<file path="config.mk">
export PLATFORM = sky130hd
export DESIGN_NAME = cheshire_eoc_monitor
export DESIGN_NICKNAME = d
export VERILOG_FILES = /design/src/rtl/cheshire_eoc_monitor.sv
export SDC_FILE = /design/constraint.sdc
export NUM_CORES = 1
export LEC_CHECK = 0
export CORE_MARGIN = 4
export CORE_UTILIZATION = 43
export CTS_CLUSTER_SIZE = 40
export DETAILED_ROUTE_END_ITERATION = 10
export GPL_TIMING_DRIVEN = 0
export PLACE_DENSITY_LB_ADDON = 0.1
export SLEW_MARGIN = 30
export SYNTH_ARGS = -nofsm -noshare
export SYNTH_HDL_FRONTEND = slang
export SYNTH_SLANG_ARGS = --single-unit
</file>
<file path="constraint.sdc">
create_clock -name clk_i -period 1.9 [get_ports clk_i]
set_input_delay 0.285 -clock clk_i [delete_from_list [all_inputs] [get_ports clk_i]]
set_output_delay 0.285 -clock clk_i [all_outputs]
set_load 0.02 [all_outputs]
</file>
<file path="src/rtl/cheshire_eoc_monitor.sv">
// End-of-computation monitor: snoops register-bus writes to the EOC scratch register and reports exit status.
// Optional watchdog is built when CHESHIRE_EOC_WATCHDOG_EN is defined.
module cheshire_eoc_monitor #(
  parameter int unsigned          AddrWidth     = 48,
  parameter int unsigned          DataWidth     = 32,
  // Default is the Cheshire scratch register base ('h0300_0000) plus 4.
  parameter logic [AddrWidth-1:0] EocAddr       = AddrWidth'('h0300_0004),
  parameter logic [31:0]          TimeoutCycles = 32'd0
) (
  input  logic                   clk_i,
  input  logic                   rst_ni,
  input  logic                   start_i,
  input  logic                   reg_valid_i,
  input  logic                   reg_ready_i,
  input  logic                   reg_write_i,
  input  logic [AddrWidth-1:0]   reg_addr_i,
  input  logic [DataWidth-1:0]   reg_wdata_i,
  input  logic [DataWidth/8-1:0] reg_wstrb_i,
  output logic                   busy_o,
  output logic                   eoc_o,
  output logic                   pass_o,
  output logic [30:0]            exit_code_o,
  output logic                   timeout_o,
  output logic [31:0]            cycles_o
);

  typedef enum logic [1:0] {IDLE, ARMED, DONE, TIMEOUT} state_e;

  state_e      state_q;
  logic [31:0] shadow_q;
  logic [31:0] cycles_q;
  logic [31:0] cycles_inc;
  logic [31:0] merged;
  logic        hit;
  logic        busy_q;
  logic        eoc_q;
  logic        pass_q;
  logic [30:0] exit_code_q;
  logic        expired;

  assign hit        = reg_valid_i & reg_ready_i & reg_write_i & (reg_addr_i == EocAddr);
  assign cycles_inc = (cycles_q == 32'hFFFF_FFFF) ? cycles_q : cycles_q + 32'd1;

  always_comb begin
    merged = shadow_q;
    for (int b = 0; b < 4; b++) begin
      if (reg_wstrb_i[b]) merged[8*b +: 8] = reg_wdata_i[8*b +: 8];
    end
  end

`ifdef CHESHIRE_EOC_WATCHDOG_EN
  logic timeout_q;
  assign expired   = (TimeoutCycles != 32'd0) && (cycles_inc == TimeoutCycles);
  assign timeout_o = timeout_q;
`else
  logic unused_timeout;
  assign unused_timeout = ^TimeoutCycles;
  assign expired        = 1'b0;
  assign timeout_o      = 1'b0;
`endif

  // A start pulse overrides everything, including a simultaneous hit.
  always_ff @(posedge clk_i or negedge rst_ni) begin
    if (!rst_ni) begin
      state_q     <= IDLE;
      shadow_q    <= '0;
      cycles_q    <= '0;
      busy_q      <= 1'b0;
      eoc_q       <= 1'b0;
      pass_q      <= 1'b0;
      exit_code_q <= '0;
`ifdef CHESHIRE_EOC_WATCHDOG_EN
      timeout_q   <= 1'b0;
`endif
    end else if (start_i) begin
      state_q     <= ARMED;
      shadow_q    <= '0;
      cycles_q    <= '0;
      busy_q      <= 1'b1;
      eoc_q       <= 1'b0;
      pass_q      <= 1'b0;
      exit_code_q <= '0;
`ifdef CHESHIRE_EOC_WATCHDOG_EN
      timeout_q   <= 1'b0;
`endif
    end else begin
      case (state_q)
        ARMED: begin
          cycles_q <= cycles_inc;
          if (hit) shadow_q <= merged;
          // Completion takes priority over a same-cycle watchdog expiry.
          if (hit && merged[0]) begin
            state_q     <= DONE;
            busy_q      <= 1'b0;
            eoc_q       <= 1'b1;
            pass_q      <= (merged[31:1] == 31'd0);
            exit_code_q <= merged[31:1];
          end else if (expired) begin
            state_q   <= TIMEOUT;
            busy_q    <= 1'b0;
`ifdef CHESHIRE_EOC_WATCHDOG_EN
            timeout_q <= 1'b1;
`endif
          end
        end
        default: ;
      endcase
    end
  end

  assign busy_o      = busy_q;
  assign eoc_o       = eoc_q;
  assign pass_o      = pass_q;
  assign exit_code_o = exit_code_q;
  assign cycles_o    = cycles_q;

endmodule
</file>
# == Word level (Yosys, flattened, before mapping) ==
# Index checks and enable logic that the tools add are counted.
# word_totals
mem_count,0
rom_bits,0
latchBits,0
mem_bits_rw,0
elab_cells,48
output_inout_bits,67
register_bits,100
# op_classes
n_lt_le_gt_ge,0
shifts,0
addsub,1
n_reduce_logical,8
n_eq_ne,4
n_mux,25
div_mod_pow,0
bitwise_logic,3
mul,0
# ops
operator,n
$mux 32,6
$mux 31,3
$eq 48x26->1 const B,1
$add 32x1->32 const B,1
$eq 32x32->1 const B,1
$mux 8,4
$logic_not 31->1,1
$mux 1,9
$mux 2,3
$reduce_and 2->1,3
$reduce_bool 2->1,3
$and 1x1->1,3
$eq 2x1->1 const B,1
$ne 2x2->1 const B,1
$logic_and 1x1->1,1

# == Depth between registers and ports, before layout ==
# depth
word_depth,7
mapped_depth,8

# == Least setup slack after synthesis ==
# Ideal clock, no wire load.
# synth_timing
path_kind,reg2reg
start,register cycles_q[0] (netlist: cycles_o[0])
end,register cycles_q[9] (netlist: cycles_o[9])
stages_incl_launch_ff,8
arrival_time_ns,2.010
required_ns,1.772
path_buffers,1
period_less_slack_ns,2.137
slack_ns,-0.237
path_cell_list,dfrtp_1 > ha_1 > nand3_1 > nor4b_4 > a31o_2 > buf_4 > nor3_1 > mux2_1
# synth_via
elab_chain_cells,4
# synth_lines
element,line,text
"start, declared",31,logic [31:0] cycles_q;
"start signal, assigned",89,cycles_q <= cycles_inc;
$add 32x1->32,42,assign cycles_inc = (cycles_q == 32'hFFFF_FFFF) ? cycles_q : cycles_q + 32'd1;
$mux 32,42,
$mux 32,87,case (state_q)
$mux 32,75,end else if (start_i) begin
# Parallel ways exist; a longest one is shown, timed or not. The select of a mux whose other input is x is not followed.
# A chain may end at the register's enable or synchronous reset.

# == Worst setup path in the final report ==
# layout_timing
start,register cycles_q[16] (netlist: cycles_o[16])
end,register cycles_q[11] (netlist: cycles_o[11])
# layout_via
elab_chain_cells,3
# layout_lines
element,line
$eq 32x32->1,42
$ne 2x2->1 (no line),--
$reduce_and 2->1 (no line),--
# No other way between the ends.

==> results.cfg <==
[finish]
final_area_sq_mm = 0.00887
multi_input_area_sq_mm = 0.00335
fill_cells = 808
area.growth.synth_to_final_pct = 68.5
nets = 816
seq_area_sq_mm = 0.00247
drive_above_1_share_pct = 31.6
n_antenna_cell = 0

[clock_network]
cts_tree = built
cts.sink_count = 98
root_buffer = clkbuf_16
path_clk_slew_ns = 0.07
cts_buffers = 9
htreeDepth = 3
clock_path_buffers = 2
insertion_delay_ns = 0.34

[timing]
max_freq_mhz = 503
worst_slack_ns = -0.0873
setup_tns_ns = -2.49
rsz0062_at_grt = yes
hold_viol_final = 0
skew_ns = 0.0102
slew_violations = 0
maxSlewHeadroom_pct = 58.8
timing.final.crit_share_pct = 105
setup_viol = 47
worstMarginPinSlew_ns = 0.618
fin_crit_ns = 1.99
whs_ns = 0.431

[power]
p_sw_share_pct = 24.1
switching_power_mw = 1.12
internal-power_mw = 3.52
p_clk_share_pct = 43.1
p_seq_share_pct = 45.3
combPwrFrac_pct = 11.6
p_leak_nw = 3.73
ir_worst_vdd_uv = 461
powerDensity_mw_per_mm2 = 523

[global_routing]
grt_pass1_vias = 5049
grt_pass1_wl_mm = 26.5
grt_overflow = 0
grt_max_degree = 58
grt_usage_pct = 23.2
antenna_found_initial = 0

[detailed_routing]
wl_per_cell_um = 20.1
routed_wl_mm = 17.6
viasPerCell = 5.89
dr.pass1.iters = 5
drc = 0
ant_nets = 0
drtIter0Drc = 370
dr_total_vias = 5162

[synthesis]
yosysSeqAreaShare_pct = 46.6
syn_area_per_cell_sq_um = 10.9
synth-edff-count = 0
ys.flop_type = dfrtp_1
ys_ff_latch = 98
async_flop_share_pct = 100
synth.distinct_cells = 55
syn_inst = 484
netlist_area_sq_mm = 0.00527
yosys_warnings = 0
syn_nets = 575

[die]
ios = 157
start_util_pct = 43.8
core_sq_mm = 0.0120
row_count = 40
die_h_um = 119
dieArea_sq_mm = 0.0141
fp.dieW_um = 119

[worst_setup_path]
max_stage_delay_ns = 0.43
crit_chain = and4_4, and3b_1, buf_6, and3_4, buf_8, buf_6, or4_4, a21oi_2
startpoint_type = flop
cpMaxStageDelayCell = dfrtp_2
crit_path_max_fanout = 7
cp-end-kind = flop
path_delay_family = simple AND/OR/NAND/NOR gates
cp_data_arrival_time_ns = 2.26
critical_path_buf_inv_count = 3
crit_required_ns = 2.17
critical_path_class = flop to flop
cpMostUsedCell = buf_6
r2r_setup_slack_ns = -0.09

[flow_run]
drv_cap = 0

[place]
numPortBuffers = 155
place_ws_ns = -0.924
dpl-instance-area_sq_mm = 0.00713
dp_hpwl_mm = 11.3
place_congestion = 0.861

[run_status]
violations = setup timing
outcome = finished with violations

[min_path]
hold_class = input pin to asynchronous set/reset pin
power groups by stage:
stage	Sequential (mW)	Combinational [mW]	Clock (mW)
CTS	2.10	0.502	2.02
global placement	2.14	0.460	0
global route	2.10	0.575	2.10
detailed placement	2.14	0.472	0
finish	2.10	0.538	2.00
floorplan	2.15	0.138	0
worst paths after layout:
| kind | endpoint | cells past startpoint | from |
|---|---|---|---|
| worst max-delay path | cycles_o[11] | 8 | cycles_o[16] |
| worst min-delay path | exit_code_o[26] | 2 | rst_ni |
| worst max register to register | cycles_o[11] | 8 | cycles_o[16] |
| worst min register to register | exit_code_o[29] | 1 | exit_code_o[29] |
| max in group asynchronous | cycles_o[17] | 3 | rst_ni |
| min in group clk_i | exit_code_o[29] | 1 | exit_code_o[29] |
through the flow:
stage	std cells	utilization, %	total power [mW]
after floorplan	484	-	2.29
after global placement	786	59.1	2.60
after detailed placement	787	59.4	2.62
after CTS	848	67.7	4.62
after global routing	877	73.9	4.77
final	877	73.9	4.64
synth_stat cells, drive strengths merged (2+ instances only):
cell type | count | area share [%]
a31oi | 3 | 0.36
nand4 | 17 | 2.4
nor3 | 10 | 0.95
a2111oi | 4 | 0.67
mux2 | 7 | 1.5
and4 | 5 | 0.93
o31ai | 9 | 1.3
nand3 | 9 | 0.95
nand2b | 4 | 0.48
a22o | 3 | 0.50
clkbuf | 11 | 0.78
nor2b | 6 | 0.71
a21oi | 20 | 1.9
inv | 2 | 0.14
and3 | 7 | 0.93
o21ai | 10 | 0.95
xnor2 | 9 | 1.5
a31o | 2 | 0.33
dfrtp | 98 | 47
o2bb2ai | 31 | 5.2
or3 | 6 | 0.71
nor4 | 25 | 5.1
nand2 | 17 | 1.2
nor2 | 57 | 4.1
mux2i | 63 | 12
nor4b | 7 | 2.1
or4 | 11 | 1.6
buf | 17 | 2.0
metal layers:
layer  GRT usage (%)  share of wire (%)  routed length [um]  up-vias
li1                -                  -                   -     2338
met1            30.4                 43                7480     2597
met2            39.7                 50                8800      202
met3            4.50                5.9                1040       25
met4            5.21                1.6                 277        0
met5               0                  0                   0        -
timing repair:
item                                   in CTS  in global routing
endpoints found under the hold margin      41                  0
gates resized for setup                   102                 97
pin swaps                                  26                 38
setup endpoints to repair                  98                 94
cloned                                      1                  3
setup buffers                              44                 28
hold buffers                                1                  0
sequential cells by signal (all words and copies together), names as in the netlist:
signal,count
cycles_o,32
shadow_q,32
exit_code_o,31
state_q,2
pass_o,1
cell families (layout without fill, tap and decap cells):
family | after synthesis | count (layout) | synth area share [%]
AOI/OAI and AO/OA | 89 | 89 | 12.3
xor gates and xnor gates | 9 | 9 | 1.50
adders and majority gates | 1 | 1 | 0.238
buffers and inverters | 30 | 276 | 2.90
DFF | 98 | 98 | 46.6
muxes | 70 | 70 | 13.5
other | 1 | 1 | 0.0712
and+or+nand+nor | 186 | 186 | 23.0
layout make-up:
type                       count  share of cell area [%]
multi-input combinational    356                    37.7
sequential                    98                    27.9
timing repair buffer         232                    25.7
buffer                        26                    2.88
clock buffer                   9                    2.54
tap                          147                    2.07
clock inverter                 7                    1.11
inverter                       2                  0.0846
worst register-to-register path, cell delays in order (launching register included):
cell     delay, ns
dfrtp_2       0.43
and4_4        0.18
and3b_1       0.19
buf_6         0.14
and3_4        0.19
buf_8         0.13
buf_6         0.12
or4_4         0.41
a21oi_2       0.14
layout by cell type (no fill, tap or decap), types with 8 or more instances in the layout:
master           instances
o2bb2ai_1                9
a21oi_1                 12
buf_6                   12
dfrtp_2                 16
nand2_1                 16
xnor2_1                  9
mux2i_1                 58
or4_1                    9
o2bb2ai_2               11
dlymetal6s2s_1          14
dlygate4sd2_1           28
nor4_4                  13
clkbuf_16               12
clkdlybuf4s50_1        112
o2bb2ai_4               11
dfrtp_1                 82
nor2_1                  56
buf_4                   61
buf_12                   8
o21ai_0                  9
nor4_1                   9
nand4_1                 15
Note: power is estimated with default switching activity, not from simulation.
